**src/rtl/multi_edge_detector.sv**
```systemverilog
// Multi-channel synchronised, debounced edge detector with sticky W1C pending/missed flags and OR'd irq.
// Latency: SYNC_STAGES+FILT_CYCLES edges from a_i change to pulse; no backpressure. Optional MULTI_EDGE_MISSED_EN builds missed_o tracking.
module multi_edge_detector #(
    parameter int CH          = 8,
    parameter int SYNC_STAGES = 2,
    parameter int FILT_CYCLES = 4
) (
    input  logic            clk,
    input  logic            reset,
    input  logic [CH-1:0]   a_i,
    input  logic [2*CH-1:0] mode_i,
    input  logic [CH-1:0]   clr_i,
    output logic [CH-1:0]   rising_o,
    output logic [CH-1:0]   falling_o,
    output logic [CH-1:0]   pending_o,
    output logic [CH-1:0]   missed_o,
    output logic            irq_o
);
    localparam int CW = $clog2(FILT_CYCLES + 1);

    logic [CH-1:0] sync_q [SYNC_STAGES];
    logic [CH-1:0] s;
    logic [CH-1:0] filt;
    logic [CW-1:0] cnt     [CH];
    logic [CW-1:0] cnt_nxt [CH];
    logic [CH-1:0] toggle;
    logic [CH-1:0] rise_nxt;
    logic [CH-1:0] fall_nxt;
    logic [CH-1:0] en_edge;

    // Reset preloads every stage with the live input so release never shows an edge.
    always_ff @(posedge clk) begin
        if (reset) begin
            for (int k = 0; k < SYNC_STAGES; k++) sync_q[k] <= a_i;
        end else begin
            sync_q[0] <= a_i;
            for (int k = 1; k < SYNC_STAGES; k++) sync_q[k] <= sync_q[k-1];
        end
    end

    assign s = sync_q[SYNC_STAGES-1];

    always_comb begin
        toggle   = '0;
        rise_nxt = '0;
        fall_nxt = '0;
        en_edge  = '0;
        for (int i = 0; i < CH; i++) begin
            cnt_nxt[i] = '0;
            if (s[i] != filt[i]) begin
                if (cnt[i] == CW'(FILT_CYCLES - 1)) toggle[i] = 1'b1;
                else                                cnt_nxt[i] = cnt[i] + CW'(1);
            end
            rise_nxt[i] = toggle[i] & ~filt[i];
            fall_nxt[i] = toggle[i] &  filt[i];
            en_edge[i]  = (rise_nxt[i] & mode_i[2*i]) | (fall_nxt[i] & mode_i[2*i+1]);
        end
    end

    always_ff @(posedge clk) begin
        if (reset) begin
            filt      <= sync_q[SYNC_STAGES-1] & '0 | a_i;
            rising_o  <= '0;
            falling_o <= '0;
            pending_o <= '0;
            for (int i = 0; i < CH; i++) cnt[i] <= '0;
        end else begin
            filt      <= filt ^ toggle;
            rising_o  <= rise_nxt;
            falling_o <= fall_nxt;
            // A new enabled edge outranks a same-cycle clear.
            pending_o <= en_edge | (pending_o & ~clr_i);
            for (int i = 0; i < CH; i++) cnt[i] <= cnt_nxt[i];
        end
    end

`ifdef MULTI_EDGE_MISSED_EN
    logic [CH-1:0] missed_q;

    always_ff @(posedge clk) begin
        if (reset) missed_q <= '0;
        else       missed_q <= (en_edge & pending_o & ~clr_i) | (missed_q & ~clr_i);
    end

    assign missed_o = missed_q;
`else
    assign missed_o = '0;
`endif

    assign irq_o = |pending_o;

endmodule

```
**config.mk**
```make
export PLATFORM = sky130hd
export DESIGN_NAME = multi_edge_detector
export DESIGN_NICKNAME = d
export VERILOG_FILES = /design/src/rtl/multi_edge_detector.sv
export SDC_FILE = /design/constraint.sdc
export NUM_CORES = 1
export LEC_CHECK = 0
export CELL_PAD_IN_SITES_DETAIL_PLACEMENT = 1
export CELL_PAD_IN_SITES_GLOBAL_PLACEMENT = 1
export CORE_AREA = 10 10 94 96
export DETAILED_ROUTE_END_ITERATION = 8
export DIE_AREA = 0 0 104 106
export HOLD_SLACK_MARGIN = 0.08
export PLACE_DENSITY = 0.86
export SLEW_MARGIN = 20
export SYNTH_ARGS = -nofsm -noshare
export SYNTH_HDL_FRONTEND = slang
export SYNTH_SLANG_ARGS = --single-unit
```
**constraint.sdc**
```tcl
create_clock -name clk -period 3.5 [get_ports clk]
set_input_delay 0.35 -clock clk [delete_from_list [all_inputs] [get_ports clk]]
set_output_delay 0.35 -clock clk [all_outputs]
set_load 0.03 [all_outputs]
```
==> results of run 1 <==
layout by cell type (no fill, tap or decap):
cell type / synthesis / routed
nor3b_2: 8 / 8
clkinv_2: 0 / 3
clkdlybuf4s50_1: 0 / 58
clkbuf_8: 0 / 10
mux2_2: 8 / 8
clkbuf_1: 0 / 2
nand2b_1: 8 / 8
edfxtp_1: 8 / 8
nor2b_1: 8 / 8
dfxtp_1: 64 / 64
a22o_1: 8 / 8
nand4b_1: 16 / 16
buf_4: 8 / 1
nand2_1: 1 / 1
a31oi_1: 8 / 8
nor4_1: 2 / 2
and3b_1: 16 / 16
inv_1: 8 / 8
clkbuf_16: 0 / 1
or2_4: 8 / 8
conb_1: 1 / 8
ha_1: 16 / 16
xnor2_1: 8 / 8
nor3_1: 16 / 16
kinds of logic after synthesis:
group           count (synthesis)  synth area share, %
mux                             8                 3.25
compound gates                 16                 4.33
buf+inv                        20                 4.42
fa+ha+maj                      16                 7.21
other cells                     1                0.135
xor+xnor                        8                 2.52
flops                          72                 54.8
simple gates                   83                 23.3
worst register-to-register path: stages (launching register included):
cell and delay [ns]:
dfxtp_1 0.32, ha_1 0.21, ha_1 0.24, nor2b_1 0.18, a22o_1 0.21
power groups by stage:
stage          registers (W)  clock network, W  logic, W
2_1_floorplan       0.000913                 0  0.000102
3_3_place_gp        0.000917                 0  0.000146
3_5_place_dp        0.000921                 0  0.000155
4_1_cts             0.000902          0.000624  0.000155
5_1_grt             0.000907          0.000661  0.000169
6_report            0.000901          0.000605  0.000153
stage by stage:
step	cells	total power [W]	instance area (µm²)	util, %
final	393	0.00166	3610	51.1
after global routing	393	0.00174	3610	51.1
after CTS	393	0.00168	3610	51.1
after detailed placement	377	0.00108	3420	48.5
after global placement	377	0.00106	3420	48.5
after floorplan	231	0.00101	2800	-
worst paths after layout:
| check | cells after the start | end |
|---|---|---|
| worst min-delay path | 1 | cnt[1][3] |
| worst min register to register | 1 | cnt[1][3] |
| worst max-delay path | 3 | irq_o |
| worst max register to register | 4 | register |
cell type report:
type                    instances  area, µm²  share of cell area, %
clock buffers                  13        170                   4.72
flip-flops and latches         72       1520                   42.2
repair buffers                 59        588                   16.3
clock inverters                 3       15.0                  0.416
inverters                       8       30.0                  0.833
well taps                      99        124                   3.44
multi-input cells             139       1160                   32.1
metal layers:
layer | routed length, µm | share of wire (%) | global-route usage, % | vias up
li1 | - | - | - | 921
met1 | 2520 | 42 | 12.0 | 925
met2 | 3160 | 53 | 19.7 | 40
met3 | 245 | 4.1 | 3.32 | 7
met4 | 87 | 1.4 | 5.37 | 0
met5 | 0 | 0 | 0 | -
==> metrics.yaml, run 1 <==
cts.sinks: 72
post-place-ws_ns: 1.69
ir_drop_v: 0.000227
outcome: "completed"
synth-async-reset-ratio_pct: 0
io_buffer_count: 58
maxCapViolCount: 0
startpoint_type: "register"
ys_ff_latch: 72
power.density_mw_per_mm2: 460
yosysTopAreaCellShare_pct: 46.2
area_delta_synth_final_pct: 29.9
yosysUniqueCellTypes: 21
rsz0062_at_grt: "false"
period_share_pct: 59.8
avgRoutedWirePerCell_um: 15.3
n_antenna_cell: 0
core_mm2: 0.00706
ios: 67
synth_area_leaders: "dfxtp_1 46%, edfxtp_1 8.7%, ha_1 7.2%"
switching_power_w: 0.000383
fp.dieArea_mm2: 0.0110
hp-start: "cnt[1][3]"
hold_viol_final: 0
max_freq_mhz: 478
layout_setup_ws_ns: 1.41
htreeDepth: 3
crit_fanout: 3
seqPwrFrac_pct: 54.3
syn_inst: 224
grt_start_max_net_pins: 41
arrival_ns: 1.74
initial_core_util_pct: 39.3
drv_slew: 0
vias_per_cell: 4.82
hold_ws_ns: 0.431
combPwrFrac_pct: 9.2
p_int_w: 0.00128
yosys_warnings: 0
hold_buffers: 0
nNetsFinal: 339
cts_buffers: 9
grt_first_pass_wirelength_mm: 10.0
drt-total-wl_mm: 6.02
crit_type: "reg -> out"
worstReg2RegStart: "cnt[1][6]"
postRouteAntennaNets: 0
synth_flop_cell: "dfxtp_1"
crit_buf_inv: 1
crit_chain: "nor4_1 -> nand2_1 -> clkdlybuf4s50_1"
leakagePower_nw: 1.40
path_clk_slew_ns: 0.07
fin_skew_ns: 0.00606
critPathRequiredTime_ns: 3.15
setup-tns-final_ns: 0
final-setup-viol-count: 0
synth.most_common_cell: "dfxtp_1"
cp_slowest_stage_delay_ns: 0.61
crit_path_end_kind: "primary output"
dieHeight_um: 106
crit_path_start: "pending_o[1]"
critPathSlowestCell: "clkdlybuf4s50_1"
crit_family: "buffers and inverters"
cts_resized: 0
dieWidth_um: 104
grt_overflow: 0
grt_util_all_layers_pct: 11.1
hp-class: "reg -> reg"
drive_above_1_share_pct: 13.3
ys_seq_area_share_pct: 54.8
finalCriticalPeriod_ns: 2.09
synth_top_area_cell: "dfxtp_1"
clockPowerShare_pct: 36.4
hpwl_mm: 4.67
synth_area_per_cell_um2: 12.4
place_congestion: 0.759
r2r_slack_ns: 2.11
clk_path_buf_depth: 2
firstDrtPassIters: 4
drt_iter0_markers: 32
synth_edf_count: 8
nFillCells: 779
switching_share_pct: 23.1
worstSkewPairLatency_ns: 0.34
cts_root_buffer: "clkbuf_8"
synth.top_cells.by_count: "64 x dfxtp_1, 16 x and3b_1, 16 x ha_1, 16 x nand4b_1, 16 x nor3_1"
drc: 0
num_vias: 1893
grt_pass1_vias: 2075
syn-cell-area_mm2: 0.00278
antenna_found_initial: 0
num_rows: 31
cts_tree: "built"
cts_setup_buffers: 0
No activity file was read; power rests on OpenSTA's default activity.
==> run 2, diff against run 1 <==
--- a/config.mk
+++ b/config.mk
@@ -7,11 +7,11 @@
 export LEC_CHECK = 0
 export CELL_PAD_IN_SITES_DETAIL_PLACEMENT = 1
 export CELL_PAD_IN_SITES_GLOBAL_PLACEMENT = 1
-export CORE_AREA = 10 10 94 96
+export CORE_AREA = 10 10 101 103
 export DETAILED_ROUTE_END_ITERATION = 8
-export DIE_AREA = 0 0 104 106
+export DIE_AREA = 0 0 111 113
 export HOLD_SLACK_MARGIN = 0.08
-export PLACE_DENSITY = 0.86
+export PLACE_DENSITY = 0.78
 export SLEW_MARGIN = 20
 export SYNTH_ARGS = -nofsm -noshare
 export SYNTH_HDL_FRONTEND = slang
==> constraint.sdc (replaced) <==
create_clock -name clk -period 1.7 [get_ports clk]
set_input_delay 0.17 -clock clk [delete_from_list [all_inputs] [get_ports clk]]
set_output_delay 0.17 -clock clk [all_outputs]
set_load 0.03 [all_outputs]
==> run 2 against run 1 <==
Compared with the run above: largest power group unchanged; power increased by 140%; global-route usage is 0.86 points lower; hold slack worse by 0.10 ns; via count up 0.69%; sequential share of layout area decreased by 1.2 points; clock skew grew 0.0048 ns; critical path depth fell by 2; final cell count rose by 1.8%.
==> metrics.yaml, run 2 (synthesis results as in run 1) <==
grt_overflow: 0  # unchanged
crit_chain: "clkdlybuf4s50_1"  # was nor4_1 -> nand2_1 -> clkdlybuf4s50_1
dp.cells: 384  # was 377
maxCapViolCount: 0  # unchanged
fin_skew_ns: 0.0108  # was 0.00606 ns
drv_slew: 0  # unchanged
layout_commonest_cell: "dfxtp_1"  # unchanged
avgRoutedWirePerCell_um: 15.6  # was 15.3 µm
ir_drop_v: 0.000501  # was 0.000227 V
fp.dieArea_mm2: 0.0125  # was 0.0110 mm²
drt_iter0_markers: 51  # was 32
drt-total-wl_mm: 6.23  # was 6.02 mm
startpoint_type: "register"  # unchanged
post-place-ws_ns: 0.204  # was 1.69 ns
period_share_pct: 95.7
critPathSlowestCell: "clkdlybuf4s50_1"  # unchanged
postRouteAntennaNets: 0  # unchanged
n_antenna_cell: 0  # unchanged
drive_above_1_share_pct: 14.6  # was 13.3%
place_congestion: 0.711  # was 0.759
crit_family: "buffers and inverters"  # unchanged
layout_setup_ws_ns: 0.0736  # was 1.41 ns
finalCriticalPeriod_ns: 1.63
met3_length_um: 365  # was 245 µm
io_buffer_count: 58  # unchanged
num_rows: 33  # was 31
grt_pass1_vias: 2044  # was 2075
power_w: 0.00390  # was 0.00166 W
crit_fanout: 3  # unchanged
fin_util_pct: 45.6  # was 51.1%
clk_path_buf_depth: 2  # unchanged
cts_buffers: 9  # unchanged
area_delta_synth_final_pct: 33.7  # was 29.9%
cts_tree: "built"  # unchanged
met1_length_mm: 2.61  # was 2.52 mm
cp_slowest_stage_delay_ns: 0.73  # was 0.61 ns
firstDrtPassIters: 4  # unchanged
crit_type: "reg -> out"  # unchanged
final_cells: 400  # was 393
layout_common_cells: "64 x dfxtp_1, 56 x clkdlybuf4s50_1"  # was 64 x dfxtp_1, 58 x clkdlybuf4s50_1
critPathRequiredTime_ns: 1.53  # was 3.15 ns
wl_met2_mm: 3.17  # was 3.16 mm
dieWidth_um: 111  # was 104 µm
drc: 0  # unchanged
leakagePower_nw: 1.46  # was 1.40 nW
setup-tns-final_ns: 0  # unchanged
nNetsFinal: 340  # was 339
htreeDepth: 3  # unchanged
path_clk_slew_ns: 0.08  # was 0.07 ns
cts_root_buffer: "clkbuf_8"  # unchanged
hp-class: "in -> reg"  # was reg -> reg
nFillCells: 875  # was 779
antenna_found_initial: 0  # unchanged
core_mm2: 0.00813  # was 0.00706 mm²
cts.sinks: 72  # unchanged
initial_core_util_pct: 34.1  # was 39.3%
grt_first_pass_wirelength_mm: 10.2  # was 10.0 mm
max_freq_mhz: 615
ios: 67  # unchanged
crit_path_end_kind: "primary output"  # unchanged
grt_util_all_layers_pct: 10.3  # was 11.1%
num_vias: 1906  # was 1893
dieHeight_um: 113  # was 106 µm
hold_viol_final: 0  # unchanged
top_layer_used: "met4"  # unchanged
power.density_mw_per_mm2: 1050  # was 460 mW/mm²
hpwl_mm: 4.68  # was 4.67 mm
rsz0062_at_grt: "false"  # unchanged
vias_per_cell: 4.77  # was 4.82
arrival_ns: 1.46  # was 1.74 ns
final-setup-viol-count: 0  # unchanged
outcome: "completed"  # unchanged
grt_start_max_net_pins: 41  # unchanged
crit_buf_inv: 1  # unchanged
worstSkewPairLatency_ns: 0.35  # was 0.34 ns
==> run 2: worst paths after layout <==
check                                   from      endpoint  slack, ns  cells past startpoint
worst min register to register     cnt[0][6]     cnt[0][6]       0.43                      1
worst max-delay path            pending_o[1]  pending_o[1]       0.07                      1
worst min-delay path                  a_i[3]  sync_q[0][3]       0.33                      1
worst max register to register     cnt[0][0]      register       0.36                      4
==> run 2: report_power, final <==
group	switching (W)	total [W]	leakage [nW]	internal (W)
sequential	0.0000571	0.00185	0.606	0.00179
clock	0.000637	0.00173	0.133	0.00110
combinational	0.000135	0.000318	0.725	0.000183
total	0.000829	0.00390	1.46	0.00308
==> run 2: through the flow <==
step	hold WS, ns	cell area, µm²
final	0.326	3710
after global routing	0.313	3710
after CTS	0.310	3710
after detailed placement	0.421	3450
after global placement	0.415	3450
after floorplan	0.198	2800
==> run 2: timing repair <==
action	4_1_cts	5_1_grt
setup endpoints to repair	1	2
setup buffers	0	0
resized for setup	1	3
hold buffers	0	0
==> run 2: cell type report <==
class                           count  area [µm²]  share of cell area [%]
Inverter                            8        30.0                   0.809
Timing Repair Buffer               60         606                    16.3
Clock inverter                      4        98.8                    2.66
Tap cell                          105         131                    3.54
Sequential cell                    72        1520                    41.0
Clock buffer                       12         165                    4.45
Multi-Input combinational cell    139        1160                    31.2
==> run 2: layer usage <==
layer / global-route usage [%] / vias to the layer above
li1: - / 924
met2: 17.1 / 53
met1: 11.3 / 920
met5: 0 / -
met4: 4.69 / 0
met3: 4.07 / 9
==> run 3, diff against run 2 <==
--- a/config.mk
+++ b/config.mk
@@ -7,11 +7,12 @@
 export LEC_CHECK = 0
 export CELL_PAD_IN_SITES_DETAIL_PLACEMENT = 1
 export CELL_PAD_IN_SITES_GLOBAL_PLACEMENT = 1
-export CORE_AREA = 10 10 101 103
+export CORE_AREA = 10 10 99 101
+export CTS_BUF_LIST = sky130_fd_sc_hd__clkbuf_4
 export DETAILED_ROUTE_END_ITERATION = 8
-export DIE_AREA = 0 0 111 113
+export DIE_AREA = 0 0 109 111
 export HOLD_SLACK_MARGIN = 0.08
-export PLACE_DENSITY = 0.78
+export PLACE_DENSITY = 0.81
 export SLEW_MARGIN = 20
 export SYNTH_ARGS = -nofsm -noshare
 export SYNTH_HDL_FRONTEND = slang
==> run 3 against run 2 <==
Compared with the run above: hold slack worse by 0.060 ns; sequential power barely moved; sequential share of layout area up 1.3 points; via count shrank 0.73%; non-clock buffer count unchanged.
==> metrics.yaml, run 3 (synthesis results as in run 1) <==
avgRoutedWirePerCell_um: 15.0  # was 15.6 µm
grt_util_all_layers_pct: 10.3  # about the same
cts_root_buffer: "clkbuf_4"  # was clkbuf_8
whs_path_depth: 1  # unchanged
io_buffer_count: 58  # unchanged
initial_core_util_pct: 34.8  # was 34.1%
final_cells: 401  # was 400
ios: 67  # unchanged
htreeDepth: 3  # unchanged
num_vias: 1892  # was 1906
ir_drop_v: 0.000392  # was 0.000501 V
hp-start: "a_i[0]"  # was a_i[3]
hold_viol_final: 0  # unchanged
cts.sinks: 72  # unchanged
critPathSlowestCell: "dfxtp_1"  # was clkdlybuf4s50_1
drt-total-wl_mm: 6.01  # was 6.23 mm
layout_commonest_cell: "dfxtp_1"  # unchanged
grt_start_max_net_pins: 41  # unchanged
hpwl_mm: 4.67  # was 4.68 mm
place_congestion: 0.727  # was 0.711
crit_chain: "nor4_2 -> nand2_1 -> clkdlybuf4s15_2"  # was clkdlybuf4s50_1
leakagePower_nw: 1.48  # was 1.46 nW
max_freq_mhz: 626  # was 615 MHz
fin_skew_ns: 0.0107  # was 0.0108 ns
grt_overflow: 0  # unchanged
drc: 0  # unchanged
nNetsFinal: 340  # unchanged
dp.cells: 384  # unchanged
dieHeight_um: 111  # was 113 µm
clk_path_buf_depth: 2  # unchanged
outcome: "completed"  # unchanged
core_mm2: 0.00797  # was 0.00813 mm²
maxCapViolCount: 0  # unchanged
drive_above_1_share_pct: 14.2  # was 14.6%
area_delta_synth_final_pct: 29.5  # was 33.7%
finalCriticalPeriod_ns: 1.60  # was 1.63 ns
vias_per_cell: 4.72  # was 4.77
hold_ws_ns: 0.265  # was 0.326 ns
r2r_slack_ns: 0.36  # about the same
hp-class: "in -> reg"  # unchanged
final-setup-viol-count: 0  # unchanged
path_clk_slew_ns: 0.11  # was 0.08 ns
cts_tree: "built"  # unchanged
period_share_pct: 94.0  # was 95.7%
cts_setup_buffers: 0  # unchanged
drv_slew: 0  # unchanged
firstDrtPassIters: 4  # unchanged
postRouteAntennaNets: 0  # unchanged
worstReg2RegStart: "cnt[1][3]"  # was cnt[0][0]
drt_iter0_markers: 30  # was 51
rsz0062_at_grt: "true"  # was false
layout_common_cells: "64 x dfxtp_1, 49 x clkdlybuf4s50_1"  # was 64 x dfxtp_1, 56 x clkdlybuf4s50_1
cts_buffers: 9  # unchanged
grt_pass1_vias: 2000  # was 2044
antenna_found_initial: 1  # was 0
dieWidth_um: 109  # was 111 µm
worstSkewPairLatency_ns: 0.40  # was 0.35 ns
hold_buffers: 0  # unchanged
startpoint_type: "register"  # unchanged
grt_first_pass_wirelength_mm: 9.81  # was 10.2 mm
crit_fanout: 3  # unchanged
crit_type: "reg -> out"  # unchanged
fp.dieArea_mm2: 0.0121  # was 0.0125 mm²
cp_slowest_stage_delay_ns: 0.35  # was 0.73 ns
critPathRequiredTime_ns: 1.53  # about the same
reg2reg_depth: 4  # unchanged
arrival_ns: 1.43  # was 1.46 ns
num_rows: 33  # unchanged
crit_path_end_kind: "primary output"  # unchanged
hold_path_end: "sync_q[0][0]"  # was sync_q[0][3]
power.density_mw_per_mm2: 891  # was 1050 mW/mm²
[run 3: changes by cell type in the layout (fill, tap and decap cells not counted)]
cell	change
clkinv_1	+2
clkdlybuf4s50_1	-7
clkinv_4	-1
clkbuf_8	-12
clkbuf_2	-1
clkbuf_4	+11
dlymetal6s2s_1	+3
clkdlybuf4s15_2	+1
nor4_1	-1
clkinv_2	+2
bufinv_16	-2
diode_2	+1
nor4_2	+1
dlygate4sd2_1	+4
[run 3: per-stage QoR]
stage	utilization (%)	area, µm²	power, W	TNS, ns	setup WS [ns]
floorplan	-	2800	0.00209	0	0.460
global placement	43.3	3450	0.00219	0	0.202
detailed placement	43.3	3450	0.00222	0	0.188
CTS	44.9	3570	0.00325	0	0.00155
global route	45.1	3590	0.00338	-0.0314	-0.0314
finish	45.1	3590	0.00320	0	0.102
[run 3: worst max path at each step]
| stage | start | endpoint | cells past startpoint |
|---|---|---|---|
| after detailed placement | pending_o[5] | irq_o | 3 |
| final | pending_o[5] | irq_o | 3 |
| after global placement | pending_o[5] | irq_o | 3 |
| after global routing | pending_o[5] | irq_o | 3 |
| after CTS | pending_o[3] | pending_o[3] | 1 |
| after floorplan | cnt[0][6] | register | 4 |
[run 3: layout make-up]
class,instances,area [µm²]
Sequential cell,72,1520
Antenna cell,1,2.50
Multi-Input combinational cell,139,1160
Tap cell,105,131
Fill cell,851,4380
Clock inverter,5,47.5
Timing Repair Buffer,60,614
Inverter,8,30.0
Clock buffer,11,82.6
[run 3: routing by layer]
metal	vias to the layer above	track usage (%)	part of all wire, %
li1	928	-	-
met1	908	11.2	41
met2	46	16.8	50
met3	10	3.37	6.6
met4	0	6.68	2.6
met5	-	0	0
[run 3: repair_timing]
action / 4_1_cts / 5_1_grt
cloned: 0 / 0
gates resized for setup: 7 / 5
setup endpoints to repair: 5 / 5
[run 3: power by group]
group          switching (W)  leakage (nW)  internal, W
Clock               0.000559        0.0757     0.000469
Combinational       0.000136         0.802     0.000184
Sequential         0.0000588         0.606      0.00179
Total               0.000754          1.48      0.00245
[run 3: worst max-delay path: cells and delay by family (launching register included)]
kind          cells  cell delay, ns
buf+inv           1            0.29
flops             1            0.35
simple gates      2            0.38
